`config.mk`:
```
export PLATFORM = sky130hd
export DESIGN_NAME = pipeline_hazard_controller_flat
export DESIGN_NICKNAME = d
export VERILOG_FILES = /design/src/rtl/pipeline_hazard_controller_if.sv /design/src/rtl/pipeline_hazard_controller.sv /design/src/flat_wrapper.sv
export SDC_FILE = /design/constraint.sdc
export NUM_CORES = 1
export LEC_CHECK = 0
export CAP_MARGIN = 20
export CORE_MARGIN = 2
export CORE_UTILIZATION = 45
export CTS_CLUSTER_DIAMETER = 40
export DETAILED_ROUTE_END_ITERATION = 16
export PLACE_DENSITY = 0.78
export SETUP_SLACK_MARGIN = 0.5
export SYNTH_ARGS = -nofsm -noshare
export SYNTH_HDL_FRONTEND = slang
export SYNTH_SLANG_ARGS = --single-unit
```
`constraint.sdc`:
```
create_clock -name clock -period 3.2 [get_ports clock]
set_input_delay 0.96 -clock clock [delete_from_list [all_inputs] [get_ports clock]]
set_output_delay 0.96 -clock clock [all_outputs]
set_load 0.02 [all_outputs]
```
`src/rtl/pipeline_hazard_controller_if.sv`:
```
// Pipeline-side signal bundle for the hazard controller: DECODE/EXECUTE
// hazard sources in, stall/flush/multiplier status out.
interface pipeline_hazard_controller_if #(
   parameter int REG_ADDR_WIDTH = 5,
   parameter int COUNT_WIDTH    = 16
);
   logic [REG_ADDR_WIDTH-1:0] source1_DECODE;
   logic [REG_ADDR_WIDTH-1:0] source2_DECODE;
   logic [REG_ADDR_WIDTH-1:0] store_DECODE;
   logic                      mul_op_DECODE;
   logic [REG_ADDR_WIDTH-1:0] destination_EXECUTE;
   logic                      memread_EXECUTE;
   logic                      mul_start_EXECUTE;
   logic                      branch_taken_EXECUTE;

   logic                      stall_FETCH;
   logic                      stall_DECODE;
   logic                      bubble_EXECUTE;
   logic                      flush_FETCH;
   logic                      flush_DECODE;
   logic                      mul_busy;
   logic                      mul_done;
   logic [COUNT_WIDTH-1:0]    stall_cycles;
   logic                      protocol_error;

   // Pipeline side: drives hazard sources, observes control outputs.
   modport master (
      output source1_DECODE, source2_DECODE, store_DECODE, mul_op_DECODE,
             destination_EXECUTE, memread_EXECUTE, mul_start_EXECUTE,
             branch_taken_EXECUTE,
      input  stall_FETCH, stall_DECODE, bubble_EXECUTE, flush_FETCH,
             flush_DECODE, mul_busy, mul_done, stall_cycles, protocol_error
   );

   // Controller side.
   modport slave (
      input  source1_DECODE, source2_DECODE, store_DECODE, mul_op_DECODE,
             destination_EXECUTE, memread_EXECUTE, mul_start_EXECUTE,
             branch_taken_EXECUTE,
      output stall_FETCH, stall_DECODE, bubble_EXECUTE, flush_FETCH,
             flush_DECODE, mul_busy, mul_done, stall_cycles, protocol_error
   );
endinterface

```
`src/rtl/pipeline_hazard_controller.sv`:
```
// Stall/flush sequencer for the 5-stage pipeline. Resolves load-use and
// multiplier (structural + RAW) hazards by freezing FETCH/DECODE and
// bubbling EXECUTE; taken branches flush and override any stall.
module pipeline_hazard_controller #(
   parameter int REG_ADDR_WIDTH = 5,
   parameter int MUL_LATENCY    = 4,
   parameter int COUNT_WIDTH    = 16
) (
   input  logic                         clock,
   input  logic                         reset_n,
   pipeline_hazard_controller_if.slave  hz
);
   localparam int CNT_W = $clog2(MUL_LATENCY);

   typedef enum logic {
      MUL_IDLE,
      MUL_BUSY
   } mul_state_t;

   mul_state_t                state, state_next;
   logic [CNT_W-1:0]          cnt, cnt_next;
   logic [REG_ADDR_WIDTH-1:0] pending_dest, pending_next;
   logic [COUNT_WIDTH-1:0]    stall_count;
   logic                      proto_err;
   logic                      load_use, mul_hazard, mul_busy_c, mul_done_c;
   logic                      start_ok, illegal, stall;

   function automatic logic reg_match(
      input logic [REG_ADDR_WIDTH-1:0] r,
      input logic [REG_ADDR_WIDTH-1:0] s1,
      input logic [REG_ADDR_WIDTH-1:0] s2,
      input logic [REG_ADDR_WIDTH-1:0] st
   );
      return (r != '0) && ((r == s1) || (r == s2) || (r == st));
   endfunction

   // Hazard detection and multiplier next-state/outputs.
   always_comb begin
      state_next   = state;
      cnt_next     = cnt;
      pending_next = pending_dest;
      mul_busy_c   = 1'b0;
      mul_done_c   = 1'b0;
      mul_hazard   = 1'b0;

      load_use = hz.memread_EXECUTE &&
                 reg_match(hz.destination_EXECUTE, hz.source1_DECODE,
                           hz.source2_DECODE, hz.store_DECODE);
      start_ok = hz.mul_start_EXECUTE && !hz.branch_taken_EXECUTE;
      illegal  = hz.mul_start_EXECUTE &&
                 ((state == MUL_BUSY) || hz.branch_taken_EXECUTE);

      unique case (state)
         MUL_IDLE: begin
            if (start_ok) begin
               state_next   = MUL_BUSY;
               cnt_next     = CNT_W'(MUL_LATENCY - 1);
               pending_next = hz.destination_EXECUTE;
            end
         end
         MUL_BUSY: begin
            mul_busy_c = 1'b1;
            mul_hazard = hz.mul_op_DECODE ||
                         reg_match(pending_dest, hz.source1_DECODE,
                                   hz.source2_DECODE, hz.store_DECODE);
            if (cnt == '0) begin
               mul_done_c = 1'b1;
               state_next = MUL_IDLE;
            end else begin
               cnt_next = cnt - 1'b1;
            end
         end
         default: state_next = MUL_IDLE;
      endcase

      // Gated by reset_n so a reset clears the combinational outputs at once.
      stall = reset_n && (load_use || mul_hazard) && !hz.branch_taken_EXECUTE;
   end

   // Multiplier FSM state, countdown and pending destination register.
   always_ff @(posedge clock or negedge reset_n) begin
      if (!reset_n) begin
         state        <= MUL_IDLE;
         cnt          <= '0;
         pending_dest <= '0;
      end else begin
         state        <= state_next;
         cnt          <= cnt_next;
         pending_dest <= pending_next;
      end
   end

   // Saturating stall counter and sticky protocol-error flag.
   always_ff @(posedge clock or negedge reset_n) begin
      if (!reset_n) begin
         stall_count <= '0;
         proto_err   <= 1'b0;
      end else begin
         if (stall && (stall_count != '1))
            stall_count <= stall_count + 1'b1;
         if (illegal)
            proto_err <= 1'b1;
      end
   end

   assign hz.stall_FETCH    = stall;
   assign hz.stall_DECODE   = stall;
   assign hz.bubble_EXECUTE = stall;
   assign hz.flush_FETCH    = reset_n && hz.branch_taken_EXECUTE;
   assign hz.flush_DECODE   = reset_n && hz.branch_taken_EXECUTE;
   assign hz.mul_busy       = mul_busy_c;
   assign hz.mul_done       = mul_done_c;
   assign hz.stall_cycles   = stall_count;
   assign hz.protocol_error = proto_err;
endmodule

```
`src/flat_wrapper.sv`:
```
// flat-port wrapper written by rule: the top's interface ports become plain ports
module pipeline_hazard_controller_flat 
#(
   parameter int REG_ADDR_WIDTH = 5,
   parameter int MUL_LATENCY    = 4,
   parameter int COUNT_WIDTH    = 16
)
  (clock, reset_n, hz_source1_DECODE, hz_source2_DECODE, hz_store_DECODE, hz_mul_op_DECODE, hz_destination_EXECUTE, hz_memread_EXECUTE, hz_mul_start_EXECUTE, hz_branch_taken_EXECUTE, hz_stall_FETCH, hz_stall_DECODE, hz_bubble_EXECUTE, hz_flush_FETCH, hz_flush_DECODE, hz_mul_busy, hz_mul_done, hz_stall_cycles, hz_protocol_error);
  pipeline_hazard_controller_if #(.REG_ADDR_WIDTH(REG_ADDR_WIDTH), .COUNT_WIDTH(COUNT_WIDTH)) hz_i ();
  input  logic clock;
  input  logic reset_n;
  input wire logic [$bits(hz_i.source1_DECODE)-1:0] hz_source1_DECODE;
  input wire logic [$bits(hz_i.source2_DECODE)-1:0] hz_source2_DECODE;
  input wire logic [$bits(hz_i.store_DECODE)-1:0] hz_store_DECODE;
  input wire logic [$bits(hz_i.mul_op_DECODE)-1:0] hz_mul_op_DECODE;
  input wire logic [$bits(hz_i.destination_EXECUTE)-1:0] hz_destination_EXECUTE;
  input wire logic [$bits(hz_i.memread_EXECUTE)-1:0] hz_memread_EXECUTE;
  input wire logic [$bits(hz_i.mul_start_EXECUTE)-1:0] hz_mul_start_EXECUTE;
  input wire logic [$bits(hz_i.branch_taken_EXECUTE)-1:0] hz_branch_taken_EXECUTE;
  output wire logic [$bits(hz_i.stall_FETCH)-1:0] hz_stall_FETCH;
  output wire logic [$bits(hz_i.stall_DECODE)-1:0] hz_stall_DECODE;
  output wire logic [$bits(hz_i.bubble_EXECUTE)-1:0] hz_bubble_EXECUTE;
  output wire logic [$bits(hz_i.flush_FETCH)-1:0] hz_flush_FETCH;
  output wire logic [$bits(hz_i.flush_DECODE)-1:0] hz_flush_DECODE;
  output wire logic [$bits(hz_i.mul_busy)-1:0] hz_mul_busy;
  output wire logic [$bits(hz_i.mul_done)-1:0] hz_mul_done;
  output wire logic [$bits(hz_i.stall_cycles)-1:0] hz_stall_cycles;
  output wire logic [$bits(hz_i.protocol_error)-1:0] hz_protocol_error;
  assign hz_i.source1_DECODE = hz_source1_DECODE;
  assign hz_i.source2_DECODE = hz_source2_DECODE;
  assign hz_i.store_DECODE = hz_store_DECODE;
  assign hz_i.mul_op_DECODE = hz_mul_op_DECODE;
  assign hz_i.destination_EXECUTE = hz_destination_EXECUTE;
  assign hz_i.memread_EXECUTE = hz_memread_EXECUTE;
  assign hz_i.mul_start_EXECUTE = hz_mul_start_EXECUTE;
  assign hz_i.branch_taken_EXECUTE = hz_branch_taken_EXECUTE;
  assign hz_stall_FETCH = hz_i.stall_FETCH;
  assign hz_stall_DECODE = hz_i.stall_DECODE;
  assign hz_bubble_EXECUTE = hz_i.bubble_EXECUTE;
  assign hz_flush_FETCH = hz_i.flush_FETCH;
  assign hz_flush_DECODE = hz_i.flush_DECODE;
  assign hz_mul_busy = hz_i.mul_busy;
  assign hz_mul_done = hz_i.mul_done;
  assign hz_stall_cycles = hz_i.stall_cycles;
  assign hz_protocol_error = hz_i.protocol_error;
  pipeline_hazard_controller #(.REG_ADDR_WIDTH(REG_ADDR_WIDTH), .MUL_LATENCY(MUL_LATENCY), .COUNT_WIDTH(COUNT_WIDTH)) u_core (.clock(clock), .reset_n(reset_n), .hz(hz_i));
endmodule
```
After elaboration in Yosys (flattened, before gate mapping)
Cells that the tools add are included.
W data, S select, Z words.

word-level totals
  bits of input ports = 26
  word-level logic and storage cells = 49
  output and inout port bits = 24
  flip-flop bits (word level) = 25

operators by class
  eq/ne operators = 9
  reduce and logical (&&, ||, !) cells = 22
  bitwise gates (word level) = 1
  muxes and demuxes = 10
  $add $sub $neg = 2

operator list
  operator                 count
  $eq A5 B5 Y1             6
  $add A16 B1 Y16 const B  1
  $ne A16 B16 Y1 const B   1
  $reduce_bool A5 Y1       2
  $logic_and A1 B1 Y1      9
  $logic_or A1 B1 Y1       7
  $mux W1                  6
  $mux W2                  2
  $pmux W2 S2              1
  $reduce_and A2 Y1        2
  $logic_not A2 Y1         1
  $ne A2 B1 Y1 const B     1
  $ne A2 B2 Y1 const B     1
  $pmux W1 S2              1
  $sub A2 B1 Y2 const B    1
  $logic_not A1 Y1         1
  $not A1 Y1               1

Depth between registers and ports, before layout
Gate-level depths: netlist of the first run.

  word-level depth = 10
  gate-level depth with buffers = 8
  mapped depth without buffers = 7

Worst setup path after synthesis of the first run
OpenSTA, ideal clock, no wires.

  kind = input to output
  start = input port hz_destination_EXECUTE[0]
  end = output port hz_stall_DECODE
  slack = 0.041 ns
  stages = 5
  path buffers = 2
  arrival = 2.199 ns
  path through = or4_1 o211ai_1 o22ai_4 buf_6 buf_4

on the way
  word-level cells in the longest chain between the ends = 8
  elaborated cells between the ends (all ways) = 11
  classes of those cells = eq/ne: 3; reduce/logical: 8

RTL lines
  element                              line                              source
  start, declared                      flat_wrapper.sv:16                input wire logic [$bits(hz_i.destination_EXECUTE)-1:0] hz_destination_EXECUTE;
  $eq A5 B5 Y1                         pipeline_hazard_controller.sv:34  return (r != '0) && ((r == s1) || (r == s2) || (r == st));
  $logic_or A1 B1 Y1 (2 in series)     pipeline_hazard_controller.sv:34
  $logic_and A1 B1 Y1 *                pipeline_hazard_controller.sv:34
  $logic_and A1 B1 Y1 *                pipeline_hazard_controller.sv:46  load_use = hz.memread_EXECUTE &&
  $logic_or A1 B1 Y1 *                 pipeline_hazard_controller.sv:77  stall = reset_n && (load_use || mul_hazard) && !hz.branch_taken_EXECUTE;
  $logic_and A1 B1 Y1 * (2 in series)  pipeline_hazard_controller.sv:77
  end, declared                        flat_wrapper.sv:21                output wire logic [$bits(hz_i.stall_DECODE)-1:0] hz_stall_DECODE;

Mark *: on every way between the ends. The rest lies on a longest branch, timed or not.

Worst setup path after layout of the first run
  start = input port hz_destination_EXECUTE[2]
  end = output port hz_stall_DECODE

The elaborated chain is that of the path after synthesis.

==> results_dict.tcl, run 1 <==
set metrics [dict create \
    status "finished, final reports clean" \
    utilization_pct 69.1 \
    grt_pass1_vias 1469 \
    cp-end-kind "primary output" \
    yosys.cell_count.top_type "xnor2_1" \
    antenna_cells 0 \
    hp-class "flip-flop to flip-flop" \
    muxShareOfSynthArea_pct 4.91 \
    instances_no_fill 262 \
    finalPower_mw 1.15 \
    synth_edf_count 0 \
    critical_path.slowest_cell "or4_4" \
    clk_pin_slew_ns 0.13 \
    root_buffer "clkbuf_4" \
    layout-drive-gt1-share_pct 33.3 \
    initial_core_util_pct 47.4 \
    layout_min_cycle_time_ns 3.09 \
    wl_per_cell_microns 15.4 \
    firstDrtPassIters 4 \
    cts_made_buffers 3 \
    antenna_found_initial 0 \
    tightest_slew_ns 0.444 \
    cts_tree "built" \
    p_leak_nw 0.992 \
    rsz0062_at_grt "yes" \
    ant_nets 0 \
    power.density_nw_per_um2 493 \
    grt_pass1_wl_mm 6.78 \
    yosysTopAreaCell "dfrtp_1" \
    cap_violations 0 \
    synth_xor_area_share_pct 22.9 \
    ys_types 39 \
    yosys-top-cells-count "28 x xnor2_1, 25 x dfrtp_1, 14 x xor2_1" \
    synth_top_area_share_pct 38.9 \
    avgSynthCellArea_sq_um 10.5 \
    ys_ff_latch 25 \
    gr-total-overflow 0 \
    slew_viol_final 0 \
    setup_viol 0 \
    dieArea_sq_um 4060 \
    syn_inst 153 \
    ys_warn_count 0 \
    ioPinCount 50 \
    slowest_delay_ns 0.52 \
    syn_area_sq_um 1610 \
    synth_top_family_by_area "XOR/XNOR gates" \
    fin_crit_sh_pct 96.6 \
    drc_errors 0 \
    die_h_microns 63.8 \
    start_kind "input pin" \
    fmax_mhz 323 \
    synthesis.nets 181 \
    via_count 1369 \
    area_growth_pct 45.7 \
    dpl.hpwl_mm 3.08 \
    dieWidth_microns 63.8 \
    max-slew-margin-rel_pct 70.1 \
    critical_path_buf_inv_count 2 \
    critPathTopFamily "simple AND/OR/NAND/NOR gates" \
    fin_skew_ns 0.00825 \
    ys.flop_type "dfrtp_1" \
    synth.area.top_cells "dfrtp_1 39%, xnor2_1 15%, xor2_1 7.6%, mux2_2 3.5%, nand3_1 2.8%" \
    synth_compound_area_share_pct 6.70 \
    postSynth.asyncResetShare_pct 100 \
    core_area_sq_um 3390 \
    clock_path_buffers 2 \
    htree_levels 1 \
    worstSetupPathType "input pin to primary output" \
    gp_congestion 1.02 \
    grtUsageTotal_pct 21.1 \
    rows 21 \
    finalHoldViolations 0 \
    crit_chain "buf_8 > or4_4 > o211ai_1 > o22ai_4 > buf_6" \
    ir_worst_vdd_mv 0.413 \
    nets 245 \
    drt-vias-per-instance 5.23 \
    fin_tns_setup_ns 0 \
    synth-seq-area-share_pct 38.9 \
    wl_mm 4.02 \
    yosys.area_share.simple_pct 21.9 \
    cts_num_sinks 25 \
    grt_max_degree 18 \
    io_buffers 49 \
    dp.cells 256 \
    drt-initial-drc-count 46 \
    postPlaceCellArea_sq_um 2210 \
    r2r_slack_ns 0.92 \
    critPathRequiredTime_ns 2.24 \
    worstPathMaxFanout 4 \
    clk-insertion-delay-late_ns 0.31 \
    synthAdderAreaFrac_pct 1.56 \
    cp.arrival_ns 2.13 \
    fin_area_sq_um 2340 \
]
## kinds of logic (layout without fill, tap and decap cells)
kind of cell / Yosys count / after routing
AOI/OAI and AO/OA: 12 / 12
adders and majority gates: 2 / 2
DFF: 25 / 25
xor gates and xnor gates: 42 / 42
and+or+nand+nor: 57 / 57
buffers and inverters: 8 / 71
muxes: 7 / 7
## cells in the final DEF, fill, tap and decap left out, types with 5 or more instances in the layout
cell type / n
dfrtp_1: 25
xnor2_1: 21
clkdlybuf4s50_1: 21
xor2_1: 13
buf_4: 13
nand3_1: 9
buf_6: 9
xnor2_2: 7
buf_2: 7
nand2_1: 6
nor3_2: 5
mux2_2: 5
nand4_1: 5
clkbuf_2: 5
## sequential cells by signal, summed over array words and instances (netlist names)
signal                    cells
u_core.hz.stall_cycles       16
u_core.cnt                    2
u_core.state                  1
u_core.hz.protocol_error      1
u_core.pending_dest           5
## path summary, 6_finish.rpt
kind / from / endpoint / cells after the start
worst max-delay path: hz_destination_EXECUTE[2] / hz_stall_DECODE / 5
worst min register to register: u_core.cnt[0] / u_core.cnt[0] / 1
min in group asynchronous: reset_n / u_core.pending_dest[4] / 2
worst min-delay path: u_core.cnt[0] / u_core.cnt[0] / 1
max in group asynchronous: reset_n / u_core.pending_dest[0] / 2
worst max register to register: u_core.pending_dest[4] / u_core.hz.stall_cycles[12] / 7
## cell type report
cell class | instances | area (sq um)
inverters | 3 | 11.3
multi-input cells | 120 | 1020
flip-flops and latches | 25 | 626
well taps | 46 | 57.6
repair buffers | 64 | 596
fillers | 255 | 1050
clock buffers | 4 | 26.3
## through the flow
stage | hold slack (ns) | setup WS, ns
2_1_floorplan | 0.445 | 0.0413
3_3_place_gp | 0.453 | -0.743
3_5_place_dp | 0.460 | -0.755
4_1_cts | 0.489 | 0.0818
5_1_grt | 0.513 | 0.0776
6_report | 0.482 | 0.107
## worst register-to-register path: stages (launching register included)
cell and delay [ns]:
dfrtp_1 0.56, xnor2_2 0.15, nand3_1 0.10, o311a_1 0.38
o22ai_4 0.25, buf_4 0.28, nand4_1 0.13, mux2_1 0.33
## report_power, final
| group | internal, mW | switching (mW) | total [mW] |
|---|---|---|---|
| registers | 0.389 | 0.125 | 0.514 |
| logic | 0.278 | 0.227 | 0.505 |
| clock network | 0.0486 | 0.0862 | 0.135 |
## layer usage
metal | GRT usage, % | vias to the layer above | routed length, microns
met5 | 0 | - | 0
met4 | 5.43 | 0 | 36
met3 | 4.40 | 4 | 107
met2 | 37.6 | 28 | 2170
met1 | 25.8 | 673 | 1710
li1 | - | 664 | -
## timing repair
item                       in CTS  in global routing
resized for setup              96                 32
hold buffers                    0                  0
buffers inserted                1                  0
setup endpoints to repair       8                  4
gates cloned                    1                  0
pin swaps                      15                 19
(Power assumes the default switching activity.)
==> run 2, diff against run 1 <==
ABC_CLOCK_PERIOD_IN_PS = 3200   (was not set)
==> results of run 2 <==
No change in the layout: final DEF, timing and power equal those of run 1.
==> run 3, diff against run 2 <==
--- a/constraint.sdc
+++ b/constraint.sdc
@@ -3,2 +3,2 @@
 set_output_delay 0.96 -clock clock [all_outputs]
-set_load 0.02 [all_outputs]
+set_load 0.1 [all_outputs]
==> run 3 against run 2 <==
  * The flow now finishes with violations (negative setup slack)
  * Clock power rose by 6%
  * Clock-buffer cell count stayed put
  * Register-to-register slack got worse by 0.10 ns
  * Utilization is 1.2 points lower
  * Worst hold slack better by 0.0061 ns
  * Final cell count down 0.76%
  * Setup slack worse by 0.19 ns
  * Critical path depth up 3
  * Sequential cell count unchanged
  * Die area stayed put
  * Clock skew up 0.0028 ns
  * Sequential share of layout area rose by 0.48 points
  * Largest power group is now combinational logic
==> results_dict.tcl, run 3 (same netlist as run 1, synthesis figures left out) <==
set metrics [dict create \
    cts_made_buffers 3 \
    r2r_cells 7 \
    io_buffers 49 \
    dieWidth_microns 63.8 \
    fin_tns_setup_ns -0.239 \
    start_kind "input pin" \
    ioPinCount 50 \
    clk-insertion-delay-late_ns 0.32 \
    drt-vias-per-instance 5.22 \
    cap_violations 0 \
    violations "negative setup slack" \
    critPathRequiredTime_ns 2.24 \
    initial_core_util_pct 47.4 \
    ir_worst_vdd_mv 0.651 \
    cts_num_sinks 25 \
    utilization_pct 67.8 \
    drc_errors 0 \
    firstDrtPassIters 4 \
    cp-end-kind "primary output" \
    clk_pin_slew_ns 0.14 \
    gp_congestion 0.839 \
    tightest_slew_ns 0.544 \
    register_area_sq_um 626 \
    hold_buffers 0 \
    worst_slack_ns -0.0802 \
    htree_levels 1 \
    via_count 1356 \
    setup_viol 3 \
    status "complete, but fails checks" \
    grt_pass1_vias 1415 \
    rsz0062_at_grt "yes" \
    dieArea_sq_um 4060 \
    antenna_cells 0 \
    slew_viol_final 0 \
    rows 21 \
    fin_skew_ns 0.0111 \
    worstSetupPathType "input pin to primary output" \
    wl_per_cell_microns 15.5 \
    p_leak_nw 0.986 \
    grt_max_degree 18 \
    cp.arrival_ns 2.32 \
    largest_reg_flops 16 \
    hold_slack_ns 0.488 \
    layout_commonest_cell "buf_4" \
    postPlaceCellArea_sq_um 2200 \
    finalHoldViolations 0 \
    ant_nets 0 \
    drt-initial-drc-count 79 \
    gr-total-overflow 0 \
    root_buffer "clkbuf_4" \
    worstPathMaxFanout 5 \
    area_growth_pct 43.1 \
    multi_input_area_sq_um 1010 \
    fin_area_sq_um 2300 \
    wl_mm 4.04 \
    clock_path_buffers 2 \
    antenna_found_initial 0 \
    grt_pass1_wl_mm 6.80 \
    fill_cells 276 \
    dpl_worst_slack_ns -0.499 \
    core_area_sq_um 3390 \
    hp-class "flip-flop to flip-flop" \
    die_h_microns 63.8 \
    layout-drive-gt1-share_pct 42.1 \
    fmax_mhz 305 \
    min_path_cells 1 \
    dpl.hpwl_mm 3.08 \
    final_cell_mix "30 x buf_4, 25 x xnor2_1, 25 x dfrtp_1, 13 x xor2_1, 11 x buf_2" \
    fin_crit_sh_pct 103 \
    nets 243 \
    power.density_nw_per_um2 606 \
    cts_tree "built" \
    max-slew-margin-rel_pct 63.4 \
    grtUsageTotal_pct 21.5 \
    layout_min_cycle_time_ns 3.28 \
]
-- run 3: power breakdown --
part           internal [mW]  total, mW  switching [mW]
logic                  0.270      0.749           0.479
registers              0.389      0.503           0.114
clock network         0.0488      0.143          0.0942
-- run 3: final timing paths --
check | startpoint | endpoint | slack (ns)
max | hz_destination_EXECUTE[0] | hz_bubble_EXECUTE | -0.08
min | u_core.hz.protocol_error | u_core.hz.protocol_error | 0.49
max reg2reg | u_core.pending_dest[4] | u_core.hz.stall_cycles[12] | 0.82
min reg2reg | u_core.hz.protocol_error | u_core.hz.protocol_error | 0.49
max in group asynchronous | reset_n | u_core.hz.stall_cycles[3] | 2.24
min in group asynchronous | reset_n | u_core.state | 0.66
-- run 3: repair_timing --
action | in CTS | in global routing
endpoints found under the setup margin | 21 | 6
gates cloned | 1 | 0
buffers inserted | 0 | 2
gates resized for setup | 81 | 19
pin swaps | 21 | 11
-- run 3: layout make-up --
type                            instances  share of cell area, %
Tap cell                               46                   2.50
Timing Repair Buffer                   62                   24.8
Multi-Input combinational cell        120                   43.9
Clock buffer                            4                   1.14
Inverter                                3                  0.490
Sequential cell                        25                   27.2
-- run 3: critical path: stages --
cell,delay [ns]
buf_4,0.14
xnor2_2,0.17
nand3_1,0.12
nor3_2,0.24
nor3_2,0.06
buf_4,0.14
o22ai_4,0.26
buf_12,0.22
-- run 3: per-layer routing --
layer | part of all wire, % | up-vias | track usage [%]
li1 | - | 657 | -
met1 | 42 | 670 | 26.5
met2 | 54 | 27 | 39.9
met3 | 2.5 | 2 | 3.35
met4 | 0.57 | 0 | 3.26
met5 | 0 | - | 0
-- run 3: per-stage QoR --
stage / total power, mW / cells
5_1_grt: 1.48 / 260
3_3_place_gp: 1.21 / 253
4_1_cts: 1.39 / 258
2_1_floorplan: 1.03 / 153
6_report: 1.39 / 260
3_5_place_dp: 1.23 / 253
==> patch (flow settings as in run 2) <==
`REG_ADDR_WIDTH` is set to 5 in 3 places; all go to 6.
--- a/src/rtl/pipeline_hazard_controller_if.sv
+++ b/src/rtl/pipeline_hazard_controller_if.sv
@@ -3,3 +3,3 @@
 interface pipeline_hazard_controller_if #(
-   parameter int REG_ADDR_WIDTH = 5,
+   parameter int REG_ADDR_WIDTH = 6,
    parameter int COUNT_WIDTH    = 16
--- a/src/rtl/pipeline_hazard_controller.sv
+++ b/src/rtl/pipeline_hazard_controller.sv
@@ -4,3 +4,3 @@
 module pipeline_hazard_controller #(
-   parameter int REG_ADDR_WIDTH = 5,
+   parameter int REG_ADDR_WIDTH = 6,
    parameter int MUL_LATENCY    = 4,
--- a/src/flat_wrapper.sv
+++ b/src/flat_wrapper.sv
@@ -3,3 +3,3 @@
 #(
-   parameter int REG_ADDR_WIDTH = 5,
+   parameter int REG_ADDR_WIDTH = 6,
    parameter int MUL_LATENCY    = 4,
Ports: changed (resized hz_destination_EXECUTE, hz_source1_DECODE, hz_source2_DECODE and hz_store_DECODE); port bits go from 50 to 54. The function was not compared with the original's and may differ.
==> patch against run 2 <==
The flow now finishes with violations (negative setup slack). Sequential cell count is 1 higher. Total power increased by 32%. Wire length is 58% higher. Area after synthesis is 7.6% higher. Non-clock buffer count up 51. Worst setup slack worse by 0.31 ns. Final area up 34%. Sequential power up 4.5%.
==> patch: results (changes against run 2) <==
| Metric | Value |
|---|---|
| Worst setup margin | -0.200 ns (-0.307 ns) |
| Endpoints failing setup | 8 (+8) |
| Placed cell count | 306 (+20%) |
| Area contributors post-synth | dfrtp_1 (38%), xor2_1 (22%), mux2_2 (4.6%), a21oi_1 (3.2%), xnor2_1 (3.0%) |
| Syn Area/Cell | 10.2 um^2 (-2.6%) |
| Vias | 1771 (+29%) |
| CTS root buffer | clkbuf_8 |
| I/O Buffers | 53 (+8.2%) |
| Flop2flop setup slack | 0.29 ns (-0.63 ns) |
| Fraction of area in multi-input gates | 0.418 (-0.0201) |
| Clock Skews | 0.00788 ns (-0.000370 ns) |
| Synth Area in Compound Gates | 0.126 (+0.0590) |
| FF-to-FF path depth | 13 (+6) |
| Met1 Wirelength | 2.59 mm (+52%) |
| Yosys cell types | 35 (-10%) |
| Most frequent cells after synthesis | xor2_1 (44), dfrtp_1 (26), a21oi_1 (11) |
| Critical path origin | hz_source1_DECODE[2] |
| Syn Nets | 201 (+11%) |
| Final core utilization | 0.848 (+0.157) |
| Non-filler cells, final | 331 (+26%) |
| Setup slack after placement | -1.02 ns (-0.265 ns) |
| Tapcells | 48 (+4.3%) |
| Gp weighted congestion | 0.868 (-15%) |
| Overall Global Routing Usage | 0.261 (+0.0506) |
| Register area share after synthesis | 0.377 (-0.0129) |
| Failing checks | negative setup slack |
| Inverters | 4 (+1) |
| Non-CTS buffers | 115 (+80%) |
| Non-clock buffering overhead | 0.333 (+0.0784) |
| Post-synthesis mux area share | 0.0543 (+0.00524) |
| Clock transition at path regs | 0.08 ns (-0.05 ns) |
| WL/cell | 19.2 um (+25%) |
| Cell Area, Placed | 2620 um^2 (+18%) |
| Setup tns final | -0.777 ns (-0.777 ns) |
| ClkCell Share | 0.0176 (+0.00638) |
| Worst EP arrival | 2.44 ns (+0.31 ns) |
| Hpwl dp | 3.35 mm (+8.8%) |
| Vias in the first global route | 1716 (+17%) |
| Clock Sinks | 26 (+4.0%) |
| Outcome | complete, but fails checks |
| Worst-Skew Late Latency | 0.27 ns (-0.04 ns) |
| Xor/xnor share of the synthesized area | 0.253 (+0.0245) |
| Sequential cell area share | 0.208 (-0.0592) |
| Leak pwr | 0.00141 uW (+42%) |
| Worst Path Max Fanout | 3 (-1) |
-- patch: changes by cell type after synthesis, sizes merged, moves of 2 or more --
cell           run 2  this run
a211oi             0         4
a21o               0         2
a21oi              4        11
a22oi              0         2
a311o              0         2
nand3             13         7
nand4              6         2
nor2               3         9
nor3               9         2
nor4               1         6
xnor2             28         6
xor2              14        44
-- patch: power by group --
part           switching [uW]  total (uW)  internal [uW]  leakage (uW)
combinational             369         781            412       0.00106
clock                    99.9         210            110     0.0000288
sequential                130         537            407      0.000320
-- patch: what timing repair did --
action	CTS	global route
pin swaps	22	36
buffers inserted	16	5
setup endpoints to repair	21	19
gates resized for setup	131	48
hold buffers	0	0
-- patch: layer usage --
metal,GRT usage,up-vias
li1,-,815
met1,0.336,880
met2,0.479,62
met3,0.0273,14
met4,0.0485,0
met5,0,-
-- patch: how the worst min path moves through the flow --
stage / from / end / slack, ns / cells past startpoint
after floorplan: u_core.cnt[0] / u_core.cnt[0] / 0.44 / 1
after global placement: u_core.hz.protocol_error / u_core.hz.protocol_error / 0.45 / 1
after detailed placement: u_core.hz.protocol_error / u_core.hz.protocol_error / 0.46 / 1
after CTS: u_core.hz.protocol_error / u_core.hz.protocol_error / 0.48 / 1
after global routing: u_core.hz.protocol_error / u_core.hz.protocol_error / 0.51 / 1
final: u_core.hz.protocol_error / u_core.hz.protocol_error / 0.47 / 1
-- patch: critical path: stages --
cell and delay, ns:
clkdlybuf4s15_1 0.23, xor2_1 0.18, nor4_2 0.34, a22oi_2 0.17, a21oi_2 0.21, nor2_2 0.08
nor2_4 0.15, buf_6 0.13
-- patch: kinds of logic after synthesis --
group / Yosys count
buffers and inverters: 9
and+or+nand+nor: 46
AOI/OAI and AO/OA: 28
DFF: 26
adders and majority gates: 2
muxes: 8
xor gates and xnor gates: 50
